File: config.mk
export PLATFORM = sky130hd
export DESIGN_NAME = reg_wb
export DESIGN_NICKNAME = d
export VERILOG_FILES = /design/src/rtl/reg_wb.sv
export SDC_FILE = /design/constraint.sdc
export NUM_CORES = 1
export LEC_CHECK = 0
export BUFFER_PORTS_ARGS = -buffer_cell sky130_fd_sc_hd__buf_4
export CELL_PAD_IN_SITES_DETAIL_PLACEMENT = 0
export CELL_PAD_IN_SITES_GLOBAL_PLACEMENT = 2
export CORE_MARGIN = 1.5
export CORE_UTILIZATION = 35
export CTS_CLUSTER_SIZE = 30
export DETAILED_ROUTE_END_ITERATION = 6
export PLACE_DENSITY = 0.77
export SYNTH_ARGS = -nofsm -noshare
export SYNTH_HDL_FRONTEND = slang
export SYNTH_SLANG_ARGS = --single-unit
File: constraint.sdc
create_clock -name clk_wb -period 2.8 [get_ports clk_wb]
set_input_delay 0.28 -clock clk_wb [delete_from_list [all_inputs] [get_ports clk_wb]]
set_output_delay 0.28 -clock clk_wb [all_outputs]
set_load 0.005 [all_outputs]
File: src/rtl/reg_wb.sv
// -----------------------------------------------------------------------------
// reg_wb -- register-file owner and writeback stage of the 16-bit multi-cycle
// CPU.
//
// Holds the eight 16-bit general registers and commits writeback results into
// them. Each register has a pending-write counter. Decode raises iss_en for an
// instruction that will write n_reg_iss, and an accepted issue increments that
// register's counter. A commit on wb_en decrements the counter of n_reg_in.
// Decode treats pending[i] as "value not yet valid". The forwarding port
// (fwd_valid / n_reg_out / reg_out) repeats the most recent commit one cycle
// later so decode can bypass the register read.
//
// Ports
//   clk_wb      in   1   stage clock, all state changes on posedge
//   rst_n       in   1   asynchronous active-low reset
//   iss_en      in   1   decode wants to issue a writer of n_reg_iss
//   n_reg_iss   in   3   destination of the issuing instruction
//   wb_en       in   1   writeback commit strobe
//   n_reg_in    in   3   destination of the commit
//   wb_data     in  16   value to commit
//   reg0..reg7  out 16   architectural register contents (registered)
//   pending     out  8   bit i set while counter i is nonzero (registered)
//   iss_stall   out  1   combinational: issue target counter is saturated
//   wb_err      out  1   sticky: a commit hit a register with no pending write
//   fwd_valid   out  1   a commit happened on the previous edge
//   n_reg_out   out  3   register number of the last commit
//   reg_out     out 16   data of the last commit
// -----------------------------------------------------------------------------
module reg_wb #(
  parameter int CNT_W = 2
) (
  input  logic        clk_wb,
  input  logic        rst_n,
  input  logic        iss_en,
  input  logic [2:0]  n_reg_iss,
  input  logic        wb_en,
  input  logic [2:0]  n_reg_in,
  input  logic [15:0] wb_data,
  output logic [15:0] reg0,
  output logic [15:0] reg1,
  output logic [15:0] reg2,
  output logic [15:0] reg3,
  output logic [15:0] reg4,
  output logic [15:0] reg5,
  output logic [15:0] reg6,
  output logic [15:0] reg7,
  output logic [7:0]  pending,
  output logic        iss_stall,
  output logic        wb_err,
  output logic        fwd_valid,
  output logic [2:0]  n_reg_out,
  output logic [15:0] reg_out
);

  localparam logic [CNT_W-1:0] CNT_MAX  = {CNT_W{1'b1}};
  localparam logic [CNT_W-1:0] CNT_ZERO = {CNT_W{1'b0}};
  localparam logic [CNT_W-1:0] CNT_ONE  = CNT_W'(1'b1);

  // Next value of one pending counter. An increment and a decrement in the
  // same cycle cancel out. The counter saturates at both ends, so it never
  // wraps even if the surrounding logic misbehaves.
  function automatic logic [CNT_W-1:0] cnt_step(
    input logic [CNT_W-1:0] cnt,
    input logic             inc,
    input logic             dec
  );
    logic [CNT_W-1:0] nxt;
    nxt = cnt;
    case ({inc, dec})
      2'b10:   nxt = (cnt == CNT_MAX)  ? cnt : cnt + CNT_ONE;
      2'b01:   nxt = (cnt == CNT_ZERO) ? cnt : cnt - CNT_ONE;
      default: nxt = cnt;
    endcase
    return nxt;
  endfunction

  // A lone commit to a register with no pending write is an error. A commit
  // paired with an accepted issue of the same register is not an error.
  function automatic logic cnt_underflow(
    input logic [CNT_W-1:0] cnt,
    input logic             inc,
    input logic             dec
  );
    logic hit;
    if (dec && !inc) begin
      hit = (cnt == CNT_ZERO);
    end else begin
      hit = 1'b0;
    end
    return hit;
  endfunction

  // ---------------------------------------------------------------------------
  // State
  // ---------------------------------------------------------------------------
  logic [15:0]      regs_r [8];
  logic [CNT_W-1:0] cnt_r [8];
  logic [CNT_W-1:0] cnt_nxt_s [8];
  logic [7:0]       pending_r;
  logic             wb_err_r;
  logic             fwd_valid_r;
  logic [2:0]       n_reg_out_r;
  logic [15:0]      reg_out_r;

  logic             iss_stall_s;
  logic             iss_acc_s;
  logic [7:0]       inc_s;
  logic [7:0]       dec_s;
  logic             err_hit_s;

  // Stall looks only at the current counter. A commit in the same cycle that
  // frees a slot does not cancel the stall.
  always_comb begin
    iss_stall_s = 1'b0;
    if (iss_en) begin
      iss_stall_s = (cnt_r[n_reg_iss] == CNT_MAX);
    end else begin
      iss_stall_s = 1'b0;
    end
  end

  assign iss_acc_s = iss_en && !iss_stall_s;

  // One-hot increment and decrement requests per register. An X on
  // n_reg_in matches nothing here, so no register is updated.
  always_comb begin
    inc_s = 8'h00;
    dec_s = 8'h00;
    for (int i = 0; i < 8; i++) begin
      if (iss_acc_s && (n_reg_iss == 3'(i))) begin
        inc_s[i] = 1'b1;
      end else begin
        inc_s[i] = 1'b0;
      end
      if (wb_en && (n_reg_in == 3'(i))) begin
        dec_s[i] = 1'b1;
      end else begin
        dec_s[i] = 1'b0;
      end
    end
  end

  // Next counter values and the error condition.
  always_comb begin
    err_hit_s = 1'b0;
    for (int i = 0; i < 8; i++) begin
      cnt_nxt_s[i] = cnt_step(cnt_r[i], inc_s[i], dec_s[i]);
      if (cnt_underflow(cnt_r[i], inc_s[i], dec_s[i])) begin
        err_hit_s = 1'b1;
      end else begin
        err_hit_s = err_hit_s;
      end
    end
  end

  // Scoreboard counters and the registered pending view of them.
  always_ff @(posedge clk_wb or negedge rst_n) begin
    if (!rst_n) begin
      for (int i = 0; i < 8; i++) begin
        cnt_r[i] <= CNT_ZERO;
      end
      pending_r <= 8'h00;
    end else begin
      for (int i = 0; i < 8; i++) begin
        cnt_r[i]     <= cnt_nxt_s[i];
        pending_r[i] <= (cnt_nxt_s[i] != CNT_ZERO);
      end
    end
  end

  // Register file write. Every commit is performed, including erroneous ones.
  always_ff @(posedge clk_wb or negedge rst_n) begin
    if (!rst_n) begin
      for (int i = 0; i < 8; i++) begin
        regs_r[i] <= 16'h0000;
      end
    end else begin
      for (int i = 0; i < 8; i++) begin
        if (dec_s[i]) begin
          regs_r[i] <= wb_data;
        end
      end
    end
  end

  // Sticky writeback error flag, cleared only by reset.
  always_ff @(posedge clk_wb or negedge rst_n) begin
    if (!rst_n) begin
      wb_err_r <= 1'b0;
    end else if (err_hit_s) begin
      wb_err_r <= 1'b1;
    end
  end

  // Forwarding port. Register number and data hold between commits.
  always_ff @(posedge clk_wb or negedge rst_n) begin
    if (!rst_n) begin
      fwd_valid_r <= 1'b0;
      n_reg_out_r <= 3'b000;
      reg_out_r   <= 16'h0000;
    end else begin
      fwd_valid_r <= wb_en;
      if (wb_en) begin
        n_reg_out_r <= n_reg_in;
        reg_out_r   <= wb_data;
      end
    end
  end

  assign reg0      = regs_r[0];
  assign reg1      = regs_r[1];
  assign reg2      = regs_r[2];
  assign reg3      = regs_r[3];
  assign reg4      = regs_r[4];
  assign reg5      = regs_r[5];
  assign reg6      = regs_r[6];
  assign reg7      = regs_r[7];
  assign pending   = pending_r;
  assign iss_stall = iss_stall_s;
  assign wb_err    = wb_err_r;
  assign fwd_valid = fwd_valid_r;
  assign n_reg_out = n_reg_out_r;
  assign reg_out   = reg_out_r;

endmodule

# ---- Word-level counts from Yosys, hierarchy flattened
# Cells that the tools add are included.
dict set report op_classes {
  addsub 16
  order_cmp 1
  n_eq_ne 39
  mux 60
  n_bitwise 1
  n_reduce_logical 52
}
# operator n
set op_table {}
lappend op_table {{$mux W2} 18}
lappend op_table {{$eq A2 B2 Y1 const B} 17}
lappend op_table {{$mux W1} 33}
lappend op_table {{$pmux W2 S2} 8}
lappend op_table {{$logic_and A1 B1 Y1} 25}
lappend op_table {{$eq A3 B3 Y1 const B} 8}
lappend op_table {{$add A2 B1 Y2 const B} 8}
lappend op_table {{$eq A2 B1 Y1 const B} 8}
lappend op_table {{$logic_not A2 Y1} 8}
lappend op_table {{$reduce_bool A2 Y1} 8}
lappend op_table {{$sub A2 B1 Y2 const B} 8}
lappend op_table {{$eq A3 B2 Y1 const B} 4}
lappend op_table {{$logic_not A1 Y1} 9}
lappend op_table {{$bmux W2 S3} 1}
lappend op_table {{$eq A3 B1 Y1 const B} 2}
lappend op_table {{$logic_not A3 Y1} 2}
lappend op_table {{$ge A4 B4 Y1 const B} 1}
lappend op_table {{$not A3 Y4} 1}
dict set report word_totals {
  reg_bits 173
  in_bits 26
  out_inout_bits 158
}

# ---- Longest topological paths before layout
dict set report logic_depth {
  depth_word 21
  ltp_mapped 11
  mapped_depth_nobuf 9
}

# ---- Worst setup path before layout
# No wires, ideal clock.
dict set report synth_timing {
  path_kind {register to register}
  start {register cnt_r[9] in the netlist's numbering}
  end {register wb_err_r, in the netlist wb_err}
  t_arrival_ns 1.908
  required_ns 2.676
  path_slack_ns 0.768
  stages_incl_launch_ff 9
  cell_sequence {dfrtp_1 and3_1 o21ai_0 o211ai_1 or3_1 ha_1 a22oi_1 nand3_1 a211o_1}
}
dict set report synth_via {
  elab_chain_len 20
}
# item line_no
set synth_rtl {}
lappend synth_rtl {{from (decl)} 97} ;# logic [CNT_W-1:0] cnt_r [8];
lappend synth_rtl {{from (signal, indexed assignment)} 165} ;# cnt_r[i] <= cnt_nxt_s[i];
lappend synth_rtl {{$bmux W2 S3} 116} ;# iss_stall_s = (cnt_r[n_reg_iss] == CNT_MAX);
lappend synth_rtl {{$mux W2 (implied by the code) (2 in a row)} 116}
lappend synth_rtl {{$eq A2 B2 Y1} 116}
lappend synth_rtl {{$mux W1} 115} ;# if (iss_en) begin
lappend synth_rtl {{$logic_not A1 Y1} 122} ;# assign iss_acc_s = iss_en && !iss_stall_s;
lappend synth_rtl {{$logic_and A1 B1 Y1} 122}
lappend synth_rtl {{$logic_and A1 B1 Y1} 130} ;# if (iss_acc_s && (n_reg_iss == 3'(i))) begin
lappend synth_rtl {{$mux W1} 130}
lappend synth_rtl {{$logic_not A1 Y1} 85} ;# if (dec && !inc) begin
lappend synth_rtl {{$logic_and A1 B1 Y1} 85}
lappend synth_rtl {{$mux W1} 85}
lappend synth_rtl {{$mux W1 (7 in a row)} 148} ;# if (cnt_underflow(cnt_r[i], inc_s[i], dec_s[i])) begin
lappend synth_rtl {{$mux W1 *} 148}
lappend synth_rtl {{to (signal assigned)} 189} ;# wb_err_r <= 1'b0;
lappend synth_rtl {{to (signal assigned)} 191} ;# wb_err_r <= 1'b1;
lappend synth_rtl {{to (decl)} 100} ;# logic wb_err_r;
# Mark *: on every way between the ends. The rest lies on a longest branch, timed or not. The select of a mux whose other input is x is not followed.
# A chain may end at the register's enable or synchronous reset.

# ---- Worst setup path after layout
# Ends and elaborated chain as after synthesis.

==> impl_metrics.env <==
export IMPL_place_worst_setup_slack_ns=0.472
export IMPL_worstHoldPathCells=3
export IMPL_dr_total_vias=4964
export IMPL_gr_total_overflow=0
export IMPL_number_of_port_buffers=183
export IMPL_fin_nets=783
export IMPL_syn_instance_count=546
export IMPL_synth_net_count=588
export IMPL_synth_top_flop_cell="sky130_fd_sc_hd__dfrtp_1"
export IMPL_mostFrequentLayoutCells="sky130_fd_sc_hd__buf_4, sky130_fd_sc_hd__dfrtp_1, sky130_fd_sc_hd__mux2_2, sky130_fd_sc_hd__nand2_1"
export IMPL_irDropWorstVdd_uv=442
export IMPL_outcome="complete, no violations"
export IMPL_antenna_cells=0
export IMPL_clock_fmax_ghz=0.442
export IMPL_finalCritPeriodShare_pct=80.9
export IMPL_cp_data_arrival_time_ns=2.58
export IMPL_synthXorXnorAreaFrac_pct=0
export IMPL_cts_root_buffer="sky130_fd_sc_hd__clkbuf_16"
export IMPL_netlist_top_cell_by_area="sky130_fd_sc_hd__dfrtp_1"
export IMPL_synth_edf_count=0
export IMPL_synth_cell_type_count=45
export IMPL_hold_path_startpoint="wb_data[2]"
export IMPL_crit_fanout=7
export IMPL_worst_slew_pin_slew_ns=0.626
export IMPL_worstSetupPathType="reg -> reg"
export IMPL_timing_hold_worst_endpoint="reg7[2]$_DFFE_PN0P_"
export IMPL_crit_path_required_time_ns=3.11
export IMPL_timing_reg2reg_worst_path_depth=8
export IMPL_p_leak_nw=4.58
export IMPL_final_critical_path_setup_slack_ns=0.536
export IMPL_drt_wl_total_mm=19.4
export IMPL_post_synth_instance_area_mm2=0.00732
export IMPL_area_fraction_in_compound_gates_after_synthesis_pct=4.31
export IMPL_synth_seq_cells=173
export IMPL_post_cts_buffers=0
export IMPL_setup_tns_final_ns=0
export IMPL_timing_max_slew_rel_slack_pct=58.3
export IMPL_muxShareOfSynthArea_pct=20.8
export IMPL_timing_final_setup_violations=0
export IMPL_drive_above_1_share_pct=48.9
export IMPL_timing_rr_end="wb_err$_DFFE_PN0P_"
export IMPL_worstSkewPairLatency_ns=0.42
export IMPL_synth_simple_area_share_pct=9.65
export IMPL_core_rows=52
export IMPL_combinational_family_with_the_most_area_after_synthesis="multiplexers"
export IMPL_timing_reg2reg_setup_slack_ns=0.54
export IMPL_first_global_vias=5263
export IMPL_hold_ws_ns=0.143
export IMPL_finish_utilization_pct=46.8
export IMPL_clk_pin_slew_worst_paths_ns=0.07
export IMPL_postSynth_asyncResetShare_pct=100
export IMPL_cp_start_kind="flop"
export IMPL_yosys_warnings=0
export IMPL_htreeDepth=4
export IMPL_timing_hold_worst_class="in -> reg"
export IMPL_detailedRoute_firstIterationViolations=203
export IMPL_drt_pass1_iterations=4
export IMPL_power_density_mw_per_mm2=726
export IMPL_floorplan_initialDensity_pct=35.9
export IMPL_grt_start_max_net_pins=76
export IMPL_unrepaired_setup_endpoints_after_global_routing="false"
export IMPL_critPathCaptureType="flop"
export IMPL_post_drt_via_cell_ratio=4.85
export IMPL_r2r_start="cnt_r[9]$_DFF_PN0_"
export IMPL_routedWlPerCell_um=18.9
export IMPL_clock_sinks=173
export IMPL_area_growth_syn_to_layout_pct=30.2
export IMPL_fillers=1868
export IMPL_register_area_mm2=0.00433
export IMPL_multi_input_area_mm2=0.00275
export IMPL_maxCapViolations=0
export IMPL_fp_dieW_um=148
export IMPL_core_region_area_mm2=0.0204
export IMPL_gp_congestion=0.766
export IMPL_vert_die_dim_um=148
export IMPL_grt_first_pass_wirelength_mm=30.6
export IMPL_min_period_ns=2.26
export IMPL_cts_buffers_inserted=17
export IMPL_hpwlAfterDp_mm=13.9
export IMPL_timing_max_transition_violations_final=0
export IMPL_grt_antenna_before_repair=0
export IMPL_mostFrequentLayoutCell="sky130_fd_sc_hd__buf_4"
export IMPL_groute_usage_overall_pct=18.6
export IMPL_top_level_ports=184
export IMPL_hold_viol=0
export IMPL_synth_yosys_seq_area_share_pct=59.2
export IMPL_synth_fa_ha_area_share_pct=2.74
export IMPL_cts_tree="done"
export IMPL_area_of_the_die_mm2=0.0218
export IMPL_cts_max_path_buffers=2
export IMPL_clk_skew_ns=0.00699
export IMPL_synth_top_cells_by_area="sky130_fd_sc_hd__dfrtp_1, sky130_fd_sc_hd__mux2_2, sky130_fd_sc_hd__nand2_1"
export IMPL_post_synth_top_area_fraction_pct=59.2
export IMPL_detail_route_drc_violations=0
export IMPL_final_antenna_net_count=0
export IMPL_postSynthAreaPerCell_um2=13.4
-- worst max-delay path: stages, from the launching register on --
cell and delay [ns]:
sky130_fd_sc_hd__dfrtp_1 0.42, sky130_fd_sc_hd__and3_1 0.19, sky130_fd_sc_hd__o21ai_0 0.16, sky130_fd_sc_hd__o211ai_1 0.22, sky130_fd_sc_hd__or3_1 0.41, sky130_fd_sc_hd__ha_1 0.22
sky130_fd_sc_hd__a22oi_1 0.19, sky130_fd_sc_hd__nand3_1 0.12, sky130_fd_sc_hd__a211o_1 0.23
-- how the worst max path moves through the flow --
stage	startpoint	to	depth (start not counted)
6_report	cnt_r[9]$_DFF_PN0_	wb_err$_DFFE_PN0P_	8
5_1_grt	cnt_r[9]$_DFF_PN0_	wb_err$_DFFE_PN0P_	8
4_1_cts	cnt_r[9]$_DFF_PN0_	wb_err$_DFFE_PN0P_	8
3_5_place_dp	n_reg_iss[1]	wb_err$_DFFE_PN0P_	9
3_3_place_gp	n_reg_iss[1]	wb_err$_DFFE_PN0P_	9
2_1_floorplan	cnt_r[9]$_DFF_PN0_	wb_err$_DFFE_PN0P_	8
-- kinds of logic after synthesis --
kind of cell	count (synthesis)
flip-flops	173
AND/OR/NAND/NOR	139
multiplexers	130
AO/OA/AOI/OAI	51
buffers and inverters	37
adder cells (fa/ha/maj)	16
-- report_power, final --
part | switching [mW] | internal (mW) | total [mW]
Clock | 1.01 | 1.24 | 2.25
Sequential | 0.262 | 2.94 | 3.21
Combinational | 0.548 | 0.910 | 1.46
Total | 1.82 | 5.10 | 6.92
-- routing by layer --
metal	routed length, µm	track usage (%)	vias to the layer above
li1	-	-	2266
met1	8400	23.2	2541
met2	9210	30.3	142
met3	1560	6.82	15
met4	209	5.25	0
met5	0	0	-
-- sequential cells by signal, indices dropped and copies added, names as in the netlist --
name / cells
reg3: 16
reg5: 16
fwd_valid: 1
reg2: 16
reg6: 16
reg4: 16
pending: 8
reg7: 16
wb_err: 1
reg_out: 16
n_reg_out: 3
reg1: 16
cnt_r: 16
reg0: 16
-- cell type report --
cell class / instances / share of cell area [%]
clock buffers: 22 / 5.08
clock inverters: 10 / 0.854
inverters: 19 / 0.749
multi-input cells: 336 / 28.8
flip-flops and latches: 173 / 45.5
well taps: 270 / 3.55
repair buffers: 194 / 15.5
-- stage by stage --
stage,instance area (µm²),power [mW],std cells
6_report,9520,6.92,1024
5_1_grt,9520,7.28,1024
4_1_cts,9520,7.02,1024
3_5_place_dp,8950,4.74,991
3_3_place_gp,8950,4.70,991
2_1_floorplan,7320,3.75,546
-- synthesized netlist by cell type (2+ instances only) --
cell type                    n
sky130_fd_sc_hd__or3_1       2
sky130_fd_sc_hd__nand3b_1   10
sky130_fd_sc_hd__mux2_4     16
sky130_fd_sc_hd__nor3_1      2
sky130_fd_sc_hd__nor3_4      2
sky130_fd_sc_hd__buf_2       5
sky130_fd_sc_hd__nor2_1     13
sky130_fd_sc_hd__inv_1      18
sky130_fd_sc_hd__dfrtp_1   173
sky130_fd_sc_hd__a21oi_1    10
sky130_fd_sc_hd__and3_1      2
sky130_fd_sc_hd__mux2_2    113
sky130_fd_sc_hd__a211o_1     2
sky130_fd_sc_hd__a21o_1      8
sky130_fd_sc_hd__nand2_1    84
sky130_fd_sc_hd__nand3_1     4
sky130_fd_sc_hd__o31ai_1     8
sky130_fd_sc_hd__buf_4       3
sky130_fd_sc_hd__nand2b_4    2
sky130_fd_sc_hd__ha_1       16
sky130_fd_sc_hd__buf_12      2
sky130_fd_sc_hd__buf_6       7
sky130_fd_sc_hd__a22oi_1     2
sky130_fd_sc_hd__o21ai_0    18
sky130_fd_sc_hd__or2_2       4
-- repair_timing --
| action | 4_1_cts | 5_1_grt |
|---|---|---|
| gates resized for setup | 0 | 0 |
| endpoints found under the hold margin | 63 | 0 |
| hold buffers | 1 | 0 |
| setup endpoints to repair | 0 | 0 |
No activity file was read; power rests on OpenSTA's default activity.
